<file path="src/rtl/uart_pkg.sv">
// Shared UART definitions: transmitter FSM state encoding and the baud divisor helper.
package uart_pkg;

    typedef enum logic [2:0] {
        ST_IDLE   = 3'd0,
        ST_START  = 3'd1,
        ST_DATA   = 3'd2,
        ST_PARITY = 3'd3,
        ST_STOP   = 3'd4
    } tx_state_e;

    // Wide enough to index up to 9 data bits or 2 stop bits.
    localparam int BIT_IDX_W = 4;

    function automatic int baud_div(input longint clk_freq, input longint baud_rate);
        return int'(clk_freq / baud_rate);
    endfunction

endpackage

</file>
<file path="src/rtl/uart_tx_fifo_if.sv">
// Write-side bus of the UART transmitter: enqueue strobe/data plus FIFO and FSM status.
interface uart_tx_fifo_if #(
    parameter int DATA_BITS  = 8,
    parameter int FIFO_DEPTH = 16
);
    logic [DATA_BITS-1:0]          wr_data;
    logic                          wr_en;
    logic                          full;
    logic                          empty;
    logic [$clog2(FIFO_DEPTH):0]   level;
    logic                          overflow;
    logic                          busy;

    modport master (
        output wr_data, wr_en,
        input  full, empty, level, overflow, busy
    );

    modport slave (
        input  wr_data, wr_en,
        output full, empty, level, overflow, busy
    );
endinterface

</file>
<file path="src/rtl/uart_tx_fifo_sync_fifo.sv">
// Synchronous FIFO with registered full/empty/level and a one-cycle overflow pulse.
module sync_fifo #(
    parameter int WIDTH = 8,
    parameter int DEPTH = 16
) (
    input  logic                       clk,
    input  logic                       rst,
    input  logic                       wr_en,
    input  logic [WIDTH-1:0]           wr_data,
    input  logic                       rd_en,
    output logic [WIDTH-1:0]           rd_data,
    output logic                       full,
    output logic                       empty,
    output logic [$clog2(DEPTH):0]     level,
    output logic                       overflow
);
    localparam int AW = $clog2(DEPTH);

    if (DEPTH < 2 || (DEPTH & (DEPTH - 1)) != 0) begin : g_bad_depth
        $error("sync_fifo: DEPTH must be a power of two >= 2");
    end

    logic [WIDTH-1:0] mem_q [DEPTH];
    logic [AW-1:0]    wr_ptr_q, wr_ptr_d, rd_ptr_q, rd_ptr_d;
    logic [AW:0]      level_q, level_d;
    logic             full_q, full_d, empty_q, empty_d, overflow_q, overflow_d;
    logic             wr_ok, rd_ok;

    // Full is judged on the registered flag, so a pop in the same cycle cannot rescue a write.
    assign wr_ok = wr_en && !full_q;
    assign rd_ok = rd_en && !empty_q;

    always_comb begin
        wr_ptr_d   = wr_ptr_q;
        rd_ptr_d   = rd_ptr_q;
        level_d    = level_q;
        if (wr_ok) wr_ptr_d = wr_ptr_q + 1'b1;
        if (rd_ok) rd_ptr_d = rd_ptr_q + 1'b1;
        case ({wr_ok, rd_ok})
            2'b10:   level_d = level_q + 1'b1;
            2'b01:   level_d = level_q - 1'b1;
            default: level_d = level_q;
        endcase
        full_d     = (level_d == (AW+1)'(DEPTH));
        empty_d    = (level_d == '0);
        overflow_d = wr_en && full_q;
    end

    always_ff @(posedge clk) begin
        if (rst) begin
            wr_ptr_q   <= '0;
            rd_ptr_q   <= '0;
            level_q    <= '0;
            full_q     <= 1'b0;
            empty_q    <= 1'b1;
            overflow_q <= 1'b0;
        end else begin
            wr_ptr_q   <= wr_ptr_d;
            rd_ptr_q   <= rd_ptr_d;
            level_q    <= level_d;
            full_q     <= full_d;
            empty_q    <= empty_d;
            overflow_q <= overflow_d;
        end
    end

    always_ff @(posedge clk) begin
        if (wr_ok) mem_q[wr_ptr_q] <= wr_data;
    end

    // Head word is read combinationally so the FSM can pop it in the same cycle it sees !empty.
    assign rd_data  = mem_q[rd_ptr_q];
    assign full     = full_q;
    assign empty    = empty_q;
    assign level    = level_q;
    assign overflow = overflow_q;

endmodule

</file>
<file path="src/rtl/uart_tx_fifo.sv">
// UART transmitter fed by a write FIFO; frames are sent LSB-first with no gap between queued words.
// Optional parity bit enabled by defining UART_TX_PARITY_EN (adds parameter PARITY_ODD).
module uart_tx_fifo
    import uart_pkg::*;
#(
    parameter int clk_freq       = 50000000,
    parameter int uart_baud_rate = 115200,
    parameter int DATA_BITS      = 8,
    parameter int STOP_BITS      = 1,
    parameter int FIFO_DEPTH     = 16
`ifdef UART_TX_PARITY_EN
    , parameter bit PARITY_ODD   = 1'b0
`endif
) (
    input  logic          clk,
    input  logic          rst,
    uart_tx_fifo_if.slave bus,
    output logic          uart_txd
);
    localparam int DIV   = baud_div(clk_freq, uart_baud_rate);
    localparam int CNT_W = (DIV < 2) ? 1 : $clog2(DIV);
    localparam logic [CNT_W-1:0]     CNT_LAST  = CNT_W'(DIV - 1);
    localparam logic [BIT_IDX_W-1:0] DATA_LAST = BIT_IDX_W'(DATA_BITS - 1);
    localparam logic [BIT_IDX_W-1:0] STOP_LAST = BIT_IDX_W'(STOP_BITS - 1);

    if (DIV < 2) begin : g_bad_div
        $error("uart_tx_fifo: clk_freq / uart_baud_rate must be >= 2");
    end
    if (DATA_BITS < 5 || DATA_BITS > 9) begin : g_bad_data_bits
        $error("uart_tx_fifo: DATA_BITS must be 5..9");
    end
    if (STOP_BITS < 1 || STOP_BITS > 2) begin : g_bad_stop_bits
        $error("uart_tx_fifo: STOP_BITS must be 1 or 2");
    end

    tx_state_e              state_q, state_d;
    logic [CNT_W-1:0]       cnt_q, cnt_d;
    logic [BIT_IDX_W-1:0]   bit_idx_q, bit_idx_d;
    logic [DATA_BITS-1:0]   shift_q, shift_d;
    logic                   txd_q, txd_d;
    logic [DATA_BITS-1:0]   fifo_rd_data;
    logic                   pop, bit_done;
`ifdef UART_TX_PARITY_EN
    logic                   parity_q, parity_d;
`endif

    sync_fifo #(
        .WIDTH (DATA_BITS),
        .DEPTH (FIFO_DEPTH)
    ) u_fifo (
        .clk      (clk),
        .rst      (rst),
        .wr_en    (bus.wr_en),
        .wr_data  (bus.wr_data),
        .rd_en    (pop),
        .rd_data  (fifo_rd_data),
        .full     (bus.full),
        .empty    (bus.empty),
        .level    (bus.level),
        .overflow (bus.overflow)
    );

    assign bit_done = (cnt_q == CNT_LAST);
    assign bus.busy = (state_q != ST_IDLE);
    assign uart_txd = txd_q;

    always_ff @(posedge clk) begin
        if (rst) begin
            state_q   <= ST_IDLE;
            cnt_q     <= '0;
            bit_idx_q <= '0;
            shift_q   <= '0;
            txd_q     <= 1'b1;
`ifdef UART_TX_PARITY_EN
            parity_q  <= 1'b0;
`endif
        end else begin
            state_q   <= state_d;
            cnt_q     <= cnt_d;
            bit_idx_q <= bit_idx_d;
            shift_q   <= shift_d;
            txd_q     <= txd_d;
`ifdef UART_TX_PARITY_EN
            parity_q  <= parity_d;
`endif
        end
    end

    always_comb begin
        state_d   = state_q;
        cnt_d     = cnt_q;
        bit_idx_d = bit_idx_q;
        shift_d   = shift_q;
        pop       = 1'b0;
`ifdef UART_TX_PARITY_EN
        parity_d  = parity_q;
`endif
        case (state_q)
            ST_IDLE: begin
                if (!bus.empty) pop = 1'b1;
            end
            ST_START: begin
                if (bit_done) begin
                    state_d   = ST_DATA;
                    cnt_d     = '0;
                    bit_idx_d = '0;
                end else begin
                    cnt_d = cnt_q + 1'b1;
                end
            end
            ST_DATA: begin
                if (bit_done) begin
                    cnt_d   = '0;
                    shift_d = shift_q >> 1;
                    if (bit_idx_q == DATA_LAST) begin
                        bit_idx_d = '0;
`ifdef UART_TX_PARITY_EN
                        state_d   = ST_PARITY;
`else
                        state_d   = ST_STOP;
`endif
                    end else begin
                        bit_idx_d = bit_idx_q + 1'b1;
                    end
                end else begin
                    cnt_d = cnt_q + 1'b1;
                end
            end
`ifdef UART_TX_PARITY_EN
            ST_PARITY: begin
                if (bit_done) begin
                    state_d = ST_STOP;
                    cnt_d   = '0;
                end else begin
                    cnt_d = cnt_q + 1'b1;
                end
            end
`endif
            ST_STOP: begin
                if (bit_done) begin
                    cnt_d = '0;
                    if (bit_idx_q == STOP_LAST) begin
                        bit_idx_d = '0;
                        if (!bus.empty) pop = 1'b1;
                        else            state_d = ST_IDLE;
                    end else begin
                        bit_idx_d = bit_idx_q + 1'b1;
                    end
                end else begin
                    cnt_d = cnt_q + 1'b1;
                end
            end
            default: state_d = ST_IDLE;
        endcase

        // A pop from IDLE or from the last stop bit both load the next word and start a frame.
        if (pop) begin
            shift_d   = fifo_rd_data;
            state_d   = ST_START;
            cnt_d     = '0;
            bit_idx_d = '0;
`ifdef UART_TX_PARITY_EN
            parity_d  = (^fifo_rd_data) ^ PARITY_ODD;
`endif
        end
    end

    always_comb begin
        txd_d = 1'b1;
        case (state_q)
            ST_START:  txd_d = 1'b0;
            ST_DATA:   txd_d = shift_q[0];
`ifdef UART_TX_PARITY_EN
            ST_PARITY: txd_d = parity_q;
`endif
            default:   txd_d = 1'b1;
        endcase
    end

endmodule

</file>
<file path="src/flat_wrapper.sv">
// flat-port wrapper written by rule: the top's interface ports become plain ports
module uart_tx_fifo_flat import uart_pkg::*;
#(
    parameter int clk_freq       = 50000000,
    parameter int uart_baud_rate = 115200,
    parameter int DATA_BITS      = 8,
    parameter int STOP_BITS      = 1,
    parameter int FIFO_DEPTH     = 16

)
  (clk, rst, uart_txd, bus_wr_data, bus_wr_en, bus_full, bus_empty, bus_level, bus_overflow, bus_busy);
  uart_tx_fifo_if #(.DATA_BITS(DATA_BITS), .FIFO_DEPTH(FIFO_DEPTH)) bus_i ();
  input  logic clk;
  input  logic rst;
  output logic uart_txd;
  input wire logic [$bits(bus_i.wr_data)-1:0] bus_wr_data;
  input wire logic [$bits(bus_i.wr_en)-1:0] bus_wr_en;
  output wire logic [$bits(bus_i.full)-1:0] bus_full;
  output wire logic [$bits(bus_i.empty)-1:0] bus_empty;
  output wire logic [$bits(bus_i.level)-1:0] bus_level;
  output wire logic [$bits(bus_i.overflow)-1:0] bus_overflow;
  output wire logic [$bits(bus_i.busy)-1:0] bus_busy;
  assign bus_i.wr_data = bus_wr_data;
  assign bus_i.wr_en = bus_wr_en;
  assign bus_full = bus_i.full;
  assign bus_empty = bus_i.empty;
  assign bus_level = bus_i.level;
  assign bus_overflow = bus_i.overflow;
  assign bus_busy = bus_i.busy;
  uart_tx_fifo #(.clk_freq(clk_freq), .uart_baud_rate(uart_baud_rate), .DATA_BITS(DATA_BITS), .STOP_BITS(STOP_BITS), .FIFO_DEPTH(FIFO_DEPTH)) u_core (.clk(clk), .rst(rst), .bus(bus_i), .uart_txd(uart_txd));
endmodule
</file>
<file path="config.mk">
export PLATFORM = sky130hd
export DESIGN_NAME = uart_tx_fifo_flat
export DESIGN_NICKNAME = d
export VERILOG_FILES = /design/src/rtl/uart_pkg.sv /design/src/rtl/uart_tx_fifo_if.sv /design/src/rtl/uart_tx_fifo_sync_fifo.sv /design/src/rtl/uart_tx_fifo.sv /design/src/flat_wrapper.sv
export SDC_FILE = /design/constraint.sdc
export NUM_CORES = 1
export LEC_CHECK = 0
export ABC_AREA = 0
export CELL_PAD_IN_SITES_DETAIL_PLACEMENT = 1
export CELL_PAD_IN_SITES_GLOBAL_PLACEMENT = 2
export CORE_MARGIN = 10
export CORE_UTILIZATION = 49
export CTS_CLUSTER_SIZE = 8
export DETAILED_ROUTE_END_ITERATION = 10
export PLACE_DENSITY_LB_ADDON = 0.1
export SETUP_SLACK_MARGIN = 0.3
export SLEW_MARGIN = 20
export SYNTH_ARGS = -nofsm -noshare
export SYNTH_HDL_FRONTEND = slang
export SYNTH_SLANG_ARGS = --single-unit
export TNS_END_PERCENT = 50
</file>
<file path="constraint.sdc">
create_clock -name clk -period 4.2 [get_ports clk]
set_input_delay 0.84 -clock clk [delete_from_list [all_inputs] [get_ports clk]]
set_output_delay 0.84 -clock clk [all_outputs]
set_load 0.05 [all_outputs]
</file>
**Word level (Yosys, flattened, before mapping)**

Memory sizes are Yosys's and may differ from the RTL's. A register that Yosys moved wholly into a read port is not among the register bits.
Cells that the tools add are included.

- Muxes and demuxes: 28
- $add $sub $neg: 6
- Bitwise gates (word level): 1
- Reduce and logical (&&, ||, !) cells: 18
- Equal/unequal tests: 21

Operator list:

| cell | count |
|---|---|
| $mux W4 | 7 |
| $mux W8 | 3 |
| $mux W3 | 6 |
| $ne A3 B2 Y1 const B | 5 |
| $reduce_and A7 Y1 | 2 |
| $add A4 B1 Y4 const B | 3 |
| $pmux W3 S4 | 1 |
| $pmux W4 S3 | 1 |
| $ne A2 B1 Y1 const B | 5 |
| $pmux W5 S2 | 1 |
| $add A9 B1 Y9 const B | 1 |
| $eq A9 B9 Y1 const B | 1 |
| $mux W9 | 1 |
| $mux W1 | 6 |
| $reduce_bool A3 Y1 | 2 |
| $add A5 B1 Y5 const B | 1 |
| $eq A5 B5 Y1 const B | 1 |
| $logic_not A5 Y1 | 1 |
| $sub A5 B1 Y5 const B | 1 |
| $eq A4 B3 Y1 const B | 1 |
| $logic_not A4 Y1 | 1 |
| $ne A2 B2 Y1 const B | 2 |
| $pmux W1 S2 | 2 |
| $reduce_and A4 Y1 | 1 |
| 14 further kinds | 18 |

- Memories: 1
- Flip-flop bits (word level): 41
- Input port bits: 11
- Bits in writable memories: 128

Memories:

| name | words | width | rd ports | clocked after memory_dff | write ports | line | RTL |
|---|---|---|---|---|---|---|---|
| u_core.u_fifo.mem_q | 16 | 8 | 1 | 1 | 1 | uart_tx_fifo_sync_fifo.sv:23 | `logic [WIDTH-1:0] mem_q [DEPTH];` |

**Depth between registers and ports, before layout**

- Word-level depth: 8
- Mapped depth: 13

**Cells and area by module**

Synthesis repeated with hierarchy kept, for this count alone.

- Cell total of the unflattened synthesis: 476
- Area, all modules: 7438.4 µm²

By module, submodules not included:

| module | cells an instance | times used | seq. area each (µm²) | area an instance (µm²) |
|---|---|---|---|---|
| sync_fifo | 305 | 1 | 4244.1 | 5979.5 |
| uart_tx_fifo | 171 | 1 | 500.5 | 1458.9 |

**Worst setup path after synthesis**

No wires, ideal clock.

- Path kind: input port to flip-flop
- Start point: input port bus_wr_en
- End point: register u_core.u_fifo.full_q (netlist: u_core.u_fifo.full)
- Setup slack: 1319 ps
- Required time: 4112 ps
- Data arrival time: 2793 ps
- Stages on the path: 13
- Cells stage by stage: nor2b_1 clkbuf_1 inv_1 and2_2 nand2_2 xnor2_1 ha_1 nor2_1 mux2i_1 nor4_1 mux2_4 xnor2_1 nor4_2

- Longest elaborated chain between the ends: 4

Ends and longest elaborated chain:

| element | line | RTL |
|---|---|---|
| start: declaration | flat_wrapper.sv:17 | `input wire logic [$bits(bus_i.wr_en)-1:0] bus_wr_en;` |
| $logic_and A1 B1 Y1 (*) | uart_tx_fifo_sync_fifo.sv:30 | `assign wr_ok = wr_en && !full_q;` |
| $eq A2 B1 Y1 or $eq A2 B2 Y1 (tied branches) | uart_tx_fifo_sync_fifo.sv:39 | `case ({wr_ok, rd_ok})` |
| $pmux W5 S2 (*) | uart_tx_fifo_sync_fifo.sv:39 |  |
| $eq A5 B5 Y1 (*) | uart_tx_fifo_sync_fifo.sv:44 | `full_d = (level_d == (AW+1)'(DEPTH));` |
| end signal: assignment | uart_tx_fifo_sync_fifo.sv:61 | `full_q <= full_d;` |
| end: declaration | uart_tx_fifo_sync_fifo.sv:26 | `logic full_q, full_d, empty_q, empty_d, overflow_q, overflow_d;` |

Mark *: on every way between the ends. The rest lies on a longest branch, timed or not.
A chain may end at the register's enable or synchronous reset.

**Worst setup path in the final report**

- Start point: register u_core.bit_idx_q[1]
- End point: register u_core.u_fifo.full_q (netlist: u_core.u_fifo.full)

- Longest elaborated chain between the ends: 8

Ends and longest elaborated chain:

| element | line | RTL |
|---|---|---|
| start: declaration | uart_tx_fifo.sv:38 | `logic [BIT_IDX_W-1:0] bit_idx_q, bit_idx_d;` |
| start signal: assignment | uart_tx_fifo.sv:80 | `bit_idx_q <= bit_idx_d;` |
| $logic_not A4 Y1 (*) | uart_tx_fifo.sv:142 | `if (bit_idx_q == STOP_LAST) begin` |
| $mux W1 (*) | uart_tx_fifo.sv:142 |  |
| $mux W1 (*) | uart_tx_fifo.sv:140 | `if (bit_done) begin` |
| $pmux W1 S2 (*) | uart_tx_fifo.sv:98 | `case (state_q)` |
| $logic_and A1 B1 Y1 (*) | uart_tx_fifo_sync_fifo.sv:31 | `assign rd_ok = rd_en && !empty_q;` |
| $eq A2 B1 Y1 or $eq A2 B2 Y1 (tied branches) | uart_tx_fifo_sync_fifo.sv:39 |  |
| $pmux W5 S2 (*) | uart_tx_fifo_sync_fifo.sv:39 |  |
| $eq A5 B5 Y1 (*) | uart_tx_fifo_sync_fifo.sv:44 |  |

Marks and branches as above.

==> parameters.txt <==
Parameter                              Value

Setup path
  Startpoint of the most critical setup path ... u_core.bit_idx_q[1]
  Category of the critical setup timing path ... register to register
  CP most frequent cell ... sky130_fd_sc_hd__ha_1
  Buf+Inv Stages, Crit Path ... 2
  Crit-path slowest cell ... sky130_fd_sc_hd__or3b_2
  Number of cell instances on the worst register-to-register path ... 12
  Endpoint type of the worst setup path ... register
  Beginning of the worst register-to-register path ... u_core.bit_idx_q[1]
  Maximum net fanout on the critical path ... 13
  Required arrival time at the worst endpoint ... 4540 ps
  Cell chain of the critical path ... inv_1 > ha_1 > or3b_2 > o31ai_4 > nand2_1 > clkinv_1 > ha_1 > mux2i_1 > nor4_1 > mux2_4 > xnor2_1 > nor4_2
  Worst path arrival time ... 3880 ps
  Count of cell instances traversed by the critical path ... 12
  Worst setup SP type ... register
  Crit path largest cell delay ... 510 ps
  Critical path's top delay family ... simple AND/OR/NAND/NOR gates

Die
  Effective utilization at floorplan ... 49.9%
  Core Region ... 14500 um^2
  # IOs ... 21
  Chip height ... 142 um
  Total number of placement rows ... 44
  DIE AREA ... 20100 um^2
  Width of the chip ... 142 um

Worst hold path
  Path class of the lowest-slack min-delay path ... register to register
  Hold path startpoint ... u_core.u_fifo.rd_ptr_q[3]
  Hold-critical path depth ... 2

Logic synthesis
  Part of the Yosys area used for sequential elements ... 65.4%
  Synth cell types ... 56
  Post-synth top area share ... 53.0%
  Post-Synthesis Cells ... 486
  Total number of yosys warnings ... 0
  Cell taking the most area after synthesis ... sky130_fd_sc_hd__edfxtp_1
  Commonest register cell after synthesis ... sky130_fd_sc_hd__edfxtp_1
  Post-synth EDFFs ... 128
  Net count after synthesis ... 508
  Main area contributors after synthesis ... sky130_fd_sc_hd__edfxtp_1 53%, sky130_fd_sc_hd__dfxtp_1 12%, sky130_fd_sc_hd__mux4_2 10%
  #FFs+latches synth ... 173
  Synthesized area divided by synthesized cell count ... 14.9 um^2
  Area of the mapped netlist ... 7260 um^2
  FFs w/ async S/R, synth ... 0%

STA
  Layout Skew ... 10.7 ps
  Transition time of the tightest slew-check pin ... 1010 ps
  Setup repair after global routing missed its margin ... no
  Final Hold Vio Count ... 0
  Minimum hold slack ... 512 ps
  Final Setup Violations ... 0
  Period Utilization, post-route ... 84.1%
  Count of final max-slew check failures ... 0
  Minimum period implied by the final worst setup slack ... 3530 ps
  Setup tns final ... 0 ps
  Max-Slew Margin vs Limit ... 32.4%
  Max Fclk ... 283 MHz

Pwr
  Switching pwr ... 1.39 mW
  Switching power share of the total ... 29.8%
  Part of the total power dissipated in sequential elements ... 44.7%
  Share of total power in the clock network ... 32.0%
  Maximum vdd drop ... 0.000308 V
  Power density over the cells ... 568 nW/um^2
  P_int ... 3.27 mW
  Pwr Total ... 4.66 mW
  Leak Pwr ... 2.64 nW
  Comb power frac ... 23.3%

Clock tree
  Clock tree from TritonCTS ... built
  Hold Buf Count CTS ... 0
  Post-CTS Repair Setup Buffers ... 0
  Maximum clock insertion buffer count ... 2
  Post_cts resized ... 0
  Root Buffer Master ... sky130_fd_sc_hd__clkbuf_16
  Number of buffers inserted during clock tree synthesis ... 17
  Num Clock Sinks ... 173
  Deepest level of the CTS H-tree ... 4
  Clock insertion delay at the later pin of the skew report ... 420 ps
  Clock transition at the registers of the reported paths ... 70 ps

Routing
  Total wirelength of the detailed-routed design ... 15.7 mm
  Router iterations before antenna repair ... 4
  Drt initial violations ... 270
  Post-detailed-route via-to-cell ratio ... 5.78
  Vias ... 4097
  Remaining routing DRC violations ... 0
  Post-detailed-route wirelength per cell ... 22.1 um
  Residual antenna-violating net count after detailed routing ... 0

Global route
  Antenna violations before repair ... 0
  Vias in the first global route ... 4382
  Global-route usage over all layers ... 16.4%
  Global-route wire length before repair ... 25.1 mm
  Overflow left after global routing ... 0
  Pin count of the biggest net entering global routing ... 30

Cells and area
  Area grow syn2layout ... 13.0%
  Fraction of final layout cells with drive strength greater than 1 ... 17.9%
  Total Nets Final ... 535
  Post-route cell area ... 8200 um^2
  Diode insertion count for antenna repair ... 0

Placed design
  Weighted congestion reported at the end of routability-driven placement ... 0.837
  Count of buffers from port buffering ... 20
  HPWL after DPL ... 10.5 mm
  Area of placed instances ... 7640 um^2

Flow run
  MaxCap Viol Count ... 0

Status
  Outcome ... complete, no violations
## power groups by stage
stage	combinational (mW)	sequential, mW	clock, mW
2_1_floorplan	0.829	2.11	0
3_3_place_gp	1.07	2.12	0
3_5_place_dp	1.11	2.12	0
4_1_cts	1.11	2.09	1.52
5_1_grt	1.20	2.11	1.60
6_report	1.09	2.08	1.49
## metal layers
metal	GRT usage, %	share of wire, %	wire length (um)	vias to the layer above
met2	27.9	52	8180	68
li1	-	-	-	1919
met1	20.5	42	6650	2102
met3	4.24	4.5	698	8
met5	0	0	0	-
met4	4.09	0.84	131	0
## metrics by stage
step	setup WS, ps	util [%]	cells
floorplan	1320	-	486
finish	666	56.4	709
CTS	628	56.4	709
detailed placement	521	52.6	678
global route	368	56.4	709
global placement	643	52.6	678
## sequential cells by signal, summed over array words and instances (netlist names), named ones only
signal,cells
u_core.u_fifo.wr_ptr_q,4
u_core.state_q,3
u_core.u_fifo.overflow,1
u_core.uart_txd,1
u_core.u_fifo.rd_ptr_q,4
u_core.u_fifo.mem_q,128
u_core.u_fifo.full,1
u_core.bit_idx_q,4
u_core.u_fifo.empty,1
u_core.cnt_q,9
u_core.u_fifo.level,5
u_core.shift_q,8
## final timing paths
path	to	slack, ps
worst min register to register	register	510
worst max register to register	u_core.u_fifo.full	670
worst min-delay path	register	510
worst max-delay path	u_core.u_fifo.full	670
## cell usage in the layout, fill, tap and decap left out, drive strengths merged, types with 14 or more instances in the layout
| cell | count |
|---|---|
| nor2 | 51 |
| a211oi | 14 |
| a21oi | 23 |
| nand2 | 25 |
| mux4 | 33 |
| dfxtp | 45 |
| inv | 15 |
| clkdlybuf4s50 | 20 |
| nor3 | 16 |
| edfxtp | 128 |
| clkbuf | 17 |
## cell families (layout without fill, tap and decap cells)
group | count (synthesis) | in the layout | share of synthesized area (%)
flip-flops | 173 | 173 | 65.4
AND/OR/NAND/NOR | 144 | 144 | 10.2
AO/OA/AOI/OAI | 60 | 60 | 5.77
multiplexers | 47 | 47 | 12.3
buffers and inverters | 34 | 73 | 2.38
XOR/XNOR | 17 | 17 | 2.05
adder cells (fa/ha/maj) | 11 | 11 | 1.90
## layout make-up
| cell class | instances | area (um^2) |
|---|---|---|
| Fill cell | 1350 | 6330 |
| Sequential cell | 173 | 4750 |
| Multi-Input combinational cell | 279 | 2340 |
| Clock buffer | 17 | 425 |
| Timing Repair Buffer | 32 | 290 |
| Tap cell | 184 | 230 |
| Clock inverter | 14 | 133 |
| Inverter | 10 | 37.5 |
## worst reg2reg max path, stage by stage, from the launching register on
cell	delay [ps]
sky130_fd_sc_hd__dfxtp_1	350
sky130_fd_sc_hd__inv_1	70
sky130_fd_sc_hd__ha_1	150
sky130_fd_sc_hd__or3b_2	510
sky130_fd_sc_hd__o31ai_4	350
sky130_fd_sc_hd__nand2_1	400
sky130_fd_sc_hd__clkinv_1	300
sky130_fd_sc_hd__ha_1	320
sky130_fd_sc_hd__mux2i_1	220
sky130_fd_sc_hd__nor4_1	70
sky130_fd_sc_hd__mux2_4	300
sky130_fd_sc_hd__xnor2_1	160
sky130_fd_sc_hd__nor4_2	240
## Yosys cell counts, drive strengths merged (2+ instances only)
cell and n:
nand4b 2, xor2 9, nor2 51, clkbuf 19, nand2 25, o21ai 5
a211oi 14, a221oi 6, nor2b 12, a21oi 23, nor3b 2, dfxtp 45
nand3b 3, mux4 33, nand2b 6, nand3 6, buf 5, nor3 16
nor4 2, nand4 6, edfxtp 128, mux2 3, ha 11, or3 5
xnor2 8, inv 9, or2 2, mux2i 11, o31ai 2
(Power assumes the default switching activity.)
==> edit 1 (config.mk and constraints unchanged) <==
`uart_baud_rate` is set to 115200 in 2 places; all go to 230400.
--- a/src/rtl/uart_tx_fifo.sv
+++ b/src/rtl/uart_tx_fifo.sv
@@ -4,7 +4,7 @@
     import uart_pkg::*;
 #(
     parameter int clk_freq       = 50000000,
-    parameter int uart_baud_rate = 115200,
+    parameter int uart_baud_rate = 230400,
     parameter int DATA_BITS      = 8,
     parameter int STOP_BITS      = 1,
     parameter int FIFO_DEPTH     = 16
--- a/src/flat_wrapper.sv
+++ b/src/flat_wrapper.sv
@@ -2,7 +2,7 @@
 module uart_tx_fifo_flat import uart_pkg::*;
 #(
     parameter int clk_freq       = 50000000,
-    parameter int uart_baud_rate = 115200,
+    parameter int uart_baud_rate = 230400,
     parameter int DATA_BITS      = 8,
     parameter int STOP_BITS      = 1,
     parameter int FIFO_DEPTH     = 16
Function: same outputs for any inputs over 10 cycles, from zero or initial values and one cycle with rst high; that may be too few to reach the edited logic, so the function may still have changed.
==> edit 1 against the unedited design <==
Hold slack worse by 0.038 ns. Design area fell by 1.3%. Synthesized area down 1.6%. Final cell count shrank 4.7%. Sequential cell count down 1. Wire length down 6.4%. Clock skew down 0.0038 ns. Power increased by 1.5%. Setup slack improved by 0.14 ns. Critical endpoint unchanged. Highest routed layer unchanged.
==> edit 1: results (changes against the unedited design) <==
- Top cells by area, synth: edfxtp_1 54%, mux4_2 13%, dfxtp_1 12%, nor2_1 2.7%, ha_1 1.9% (was edfxtp_1 53%, dfxtp_1 12%, mux4_2 10%, nor2_1 2.6%, ha_1 1.9%)
- Clock Skews: 0.00687 ns (was 0.0107 ns)
- Biggest regs: u_core.u_fifo.mem_q x128, u_core.cnt_q x8, u_core.shift_q x8 (was u_core.u_fifo.mem_q x128, u_core.cnt_q x9, u_core.shift_q x8)
- Power Clock: 1.54 mW (was 1.49 mW)
- Post-Route M1 WL: 6.47 mm (was 6.65 mm)
- Met2 Use GR: 25.7% (was 27.9%)
- Synth cell types: 58 (was 56)
- Routability-driven placement congestion ratio: 0.765 (was 0.837)
- Metal3 WL: 459 um (was 698 um)
- Placed insts: 644 (was 678)
- Fin nets: 501 (was 535)
- Compound-gate portion of the synthesized area: 4.54% (was 5.77%)
- Post-DR vias/cell: 5.67 (was 5.78)
- Fillers: 1,331 (was 1,350)
- Met2 WL post-DR: 7.59 mm (was 8.18 mm)
- Share of post-route cells with drive strength above 1: 20.1% (was 17.9%)
- Status: complete, no violations (unchanged)
- Worst-path maximum fanout: 4 (was 13)
- Lkg Pwr: 2.62 nW (was 2.64 nW)
- Pre-CTS setup slack: 0.404 ns (was 0.521 ns)
- Post-DP Area: 7520 um^2 (was 7640 um^2)
- Met1 GRT Util: 19.8% (was 20.5%)
- Mux share of post-synthesis cell area: 13.4% (was 12.3%)
- VDD IR max: 0.000293 V (was 0.000308 V)
- Pwr Total: 4.72 mW (was 4.66 mW)
- Internal power: 3.31 mW (was 3.27 mW)
- Worst setup slack after layout: 0.804 ns (was 0.666 ns)
- DRT iter0 DRCs: 236 (was 270)
- XOR/XNOR Fraction of Synth Area: 2.07% (was 2.05%)
- Post-DP HPWL: 9.73 mm (was 10.5 mm)
- Min-Delay Startpoint: u_core.u_fifo.full (was u_core.u_fifo.rd_ptr_q[3])
- Final cell count without fillers: 676 (was 709)
- M3 GR Usage: 3.83% (was 4.24%)
- Final Routed Wirelength: 14.7 mm (was 15.7 mm)
- Vias in the first global route: 4,103 (was 4,382)
- Crit path from: bus_wr_en (was u_core.bit_idx_q[1])
- Syn_nets: 475 (was 508)
- First-pass GRT wire length: 23.9 mm (was 25.1 mm)
- Mapped Cells: 453 (was 486)
- GRT Total Usage: 15.6% (was 16.4%)
-- edit 1: changes by cell type after synthesis, sizes merged, moves of 5 or more --
cell    change
mux4        +7
buf        +10
a221oi      -6
mux2i       -7
nor3        -9
nor2b       -6
a211oi     -13
clkbuf     -11
a22oi       +5
nor3b       +5
-- edit 1: critical path, cell delays in order --
cell	delay, ns
clkdlybuf4s50_1	0.42
nor2b_1	0.15
or4_1	0.44
nor2_1	0.23
xor2_1	0.17
ha_1	0.23
nor4b_1	0.39
nand2_1	0.14
a211o_1	0.31
nand4bb_1	0.12
nor2_1	0.07
and4_1	0.21
-- edit 1: final cells by class --
cell class,count,area [um^2],area share [%]
Tap cell,184,230,2.84
Multi-Input combinational cell,249,2250,27.8
Timing Repair Buffer,30,275,3.40
Clock buffer,17,425,5.26
Sequential cell,172,4730,58.4
Clock inverter,15,150,1.85
Inverter,9,33.8,0.417
==> edit 2 (same settings) <==
Made on the original files. `shift_q` no longer has a reset.
--- a/src/rtl/uart_tx_fifo.sv
+++ b/src/rtl/uart_tx_fifo.sv
@@ -69,7 +69,6 @@
             state_q   <= ST_IDLE;
             cnt_q     <= '0;
             bit_idx_q <= '0;
-            shift_q   <= '0;
             txd_q     <= 1'b1;
 `ifdef UART_TX_PARITY_EN
             parity_q  <= 1'b0;
@@ -78,12 +77,15 @@
             state_q   <= state_d;
             cnt_q     <= cnt_d;
             bit_idx_q <= bit_idx_d;
-            shift_q   <= shift_d;
             txd_q     <= txd_d;
 `ifdef UART_TX_PARITY_EN
             parity_q  <= parity_d;
 `endif
         end
+    end
+
+    always_ff @(posedge clk) begin
+        shift_q <= shift_d;
     end
 
     always_comb begin
Formal check against the unedited RTL: no difference found for any inputs over 10 cycles, from zero or initial values and one cycle with rst high; that may be too few to reach the edited logic, so the function may still have changed.
==> edit 2 against the unedited design <==
Power is 4.5% higher. Clock skew hardly changed. Sequential cell count stayed put. Hold slack lost 0.014 ns. Wire length is 6.5% lower. Count of clock-buffer cells in the layout stayed put. Clock power up 7%. Critical path depth is 1 higher. Setup slack worse by 0.097 ns. Synthesized area is 2.4% lower. Design area fell by 1.2%. Die area down 2.0%. Via count shrank 6.9%.
==> edit 2: results (changes against the unedited design) <==
- Post-DR vias/cell: 5.68 (was 5.78)
- Routability-driven placement congestion ratio: 0.831 (was 0.837)
- Slew @ Worst Pin: 0.934 ns (was 1.01 ns)
- Clock Skews: 0.0106 ns (was 0.0107 ns)
- Biggest regs: u_core.u_fifo.mem_q x128, u_core.cnt_q x9, u_core.shift_q x8 (unchanged)
- CTS resizes: 0 (unchanged)
- Top cells by area, synth: edfxtp_1 58%, mux4_2 13%, dfxtp_1 10%, nand2_1 2.3%, nor2_1 2.3% (was edfxtp_1 53%, dfxtp_1 12%, mux4_2 10%, nor2_1 2.6%, ha_1 1.9%)
- Met1 GRT Util: 19.6% (was 20.5%)
- Setup_tns: 0 ns (unchanged)
- Post-DP HPWL: 9.80 mm (was 10.5 mm)
- Syn_nets: 472 (was 508)
- Status: complete, no violations (unchanged)
- Htree depth: 4 (unchanged)
- Post-synthesis sequential area ratio: 68.1% (was 65.4%)
- Worst-path maximum fanout: 13 (unchanged)
- Top Metal Used: met4 (unchanged)
- Vias in the first global route: 4,091 (was 4,382)
- Most instantiated cells after synthesis: 136 x edfxtp_1, 43 x nand2_1, 43 x nor2_1 (was 128 x edfxtp_1, 50 x nor2_1, 45 x dfxtp_1)
- Fraction of registers with async set/reset: 0% (unchanged)
- Min-delay worst type: flip-flop to flip-flop (unchanged)
- Synth cell types: 50 (was 56)
- EDFF count, synth: 136 (was 128)
- CTS root buf: clkbuf_16 (unchanged)
- M3 GR Usage: 3.55% (was 4.24%)
- Post-DP Area: 7510 um^2 (was 7640 um^2)
- Count of yosys warnings during synthesis: 0 (unchanged)
- DRT iter0 DRCs: 270 (unchanged)
- Post-Route M1 WL: 6.46 mm (was 6.65 mm)
- Lkg Pwr: 2.66 nW (was 2.64 nW)
- Initial antenna violation count: 0 (unchanged)
- Metal3 WL: 546 um (was 698 um)
- Final max-slew violation count: 0 (unchanged)
- Share of post-route cells with drive strength above 1: 18.5% (was 17.9%)
- Final setup violation count: 0 (unchanged)
- Routed wire length per instance: 21.8 um (was 22.1 um)
- DR pass1 iterations: 4 (unchanged)
- Reg2Reg Setup Slack: 0.57 ns (was 0.67 ns)
- VDD IR max: 0.000311 V (was 0.000308 V)
- Clk Latency, worst-skew pair: 0.42 ns (about the same)
- Met2 Use GR: 26.0% (was 27.9%)
- GRT Total Usage: 15.5% (was 16.4%)
- First-pass GRT wire length: 23.8 mm (was 25.1 mm)
- Met2 WL post-DR: 7.46 mm (was 8.18 mm)
- Fillers: 1,275 (was 1,350)
- CTS Buffer Depth: 2 (unchanged)
- Largest net degree at the start of global routing: 30 (unchanged)
- Antenna viol nets, final: 0 (unchanged)
- Switching Share: 28.8% (was 29.8%)
- Fin nets: 502 (was 535)
## edit 2: changes by cell type after synthesis, moves of 8 or more
| cell | unedited run | this run |
|---|---|---|
| a21oi_1 | 23 | 13 |
| nor3_1 | 15 | 7 |
| a211oi_1 | 14 | 1 |
| edfxtp_1 | 128 | 136 |
| nand2_1 | 24 | 43 |
| nor2b_1 | 12 | 2 |
| dfxtp_1 | 45 | 37 |
| mux2i_1 | 11 | 3 |
## edit 2: layout make-up
| class | instances | share of cell area (%) |
|---|---|---|
| Multi-Input combinational cell | 247 | 26.4 |
| Timing Repair Buffer | 31 | 3.49 |
| Clock inverter | 13 | 2.02 |
| Tap cell | 180 | 2.78 |
| Clock buffer | 17 | 5.25 |
| Sequential cell | 173 | 59.6 |
| Inverter | 10 | 0.463 |
## edit 2: critical path, stage by stage, from the launching register on
cell and delay [ns]:
dfxtp_1 0.34, inv_1 0.08, ha_1 0.13, or3b_2 0.52
o31ai_4 0.43, nand2_1 0.09, buf_4 0.20, inv_1 0.09
ha_1 0.22, buf_4 0.18, or4b_2 0.69, o2111ai_1 0.12
xor2_1 0.28, o31ai_1 0.13
## edit 2: path summary, 6_finish.rpt
kind | start | endpoint | cells after the start
hold / removal | u_core.bit_idx_q[0] | u_core.bit_idx_q[0] | 2
setup / recovery | u_core.bit_idx_q[0] | u_core.u_fifo.empty | 13
setup reg to reg | u_core.bit_idx_q[0] | u_core.u_fifo.empty | 13
hold reg to reg | u_core.bit_idx_q[0] | u_core.bit_idx_q[0] | 2
## edit 2: kinds of logic (layout without fill, tap and decap cells)
kind of cell,Yosys count,in the layout,share of synthesized area [%]
and+or+nand+nor,143,143,9.89
adders and majority gates,11,11,1.94
AOI/OAI and AO/OA,31,31,2.90
buffers and inverters,30,71,1.70
muxes,43,43,13.1
xor gates and xnor gates,19,19,2.35
DFF,173,173,68.1
## edit 2: metrics by stage
stage | std cells | utilization, % | hold WS (ns) | setup slack (ns)
5_1_grt | 671 | 57.7 | 0.541 | 0.308
2_1_floorplan | 450 | - | 0.462 | 1.00
6_report | 671 | 57.7 | 0.498 | 0.569
4_1_cts | 671 | 57.7 | 0.500 | 0.550
3_3_place_gp | 641 | 53.5 | 0.473 | 0.707
3_5_place_dp | 641 | 53.5 | 0.489 | 0.602
## edit 2: power groups by stage
stage / registers (mW) / clock network (mW) / logic, mW
final: 2.18 / 1.59 / 1.10
after global routing: 2.21 / 1.70 / 1.20
after CTS: 2.19 / 1.62 / 1.12
after detailed placement: 2.22 / 0 / 1.10
after global placement: 2.22 / 0 / 1.09
after floorplan: 2.19 / 0 / 0.786
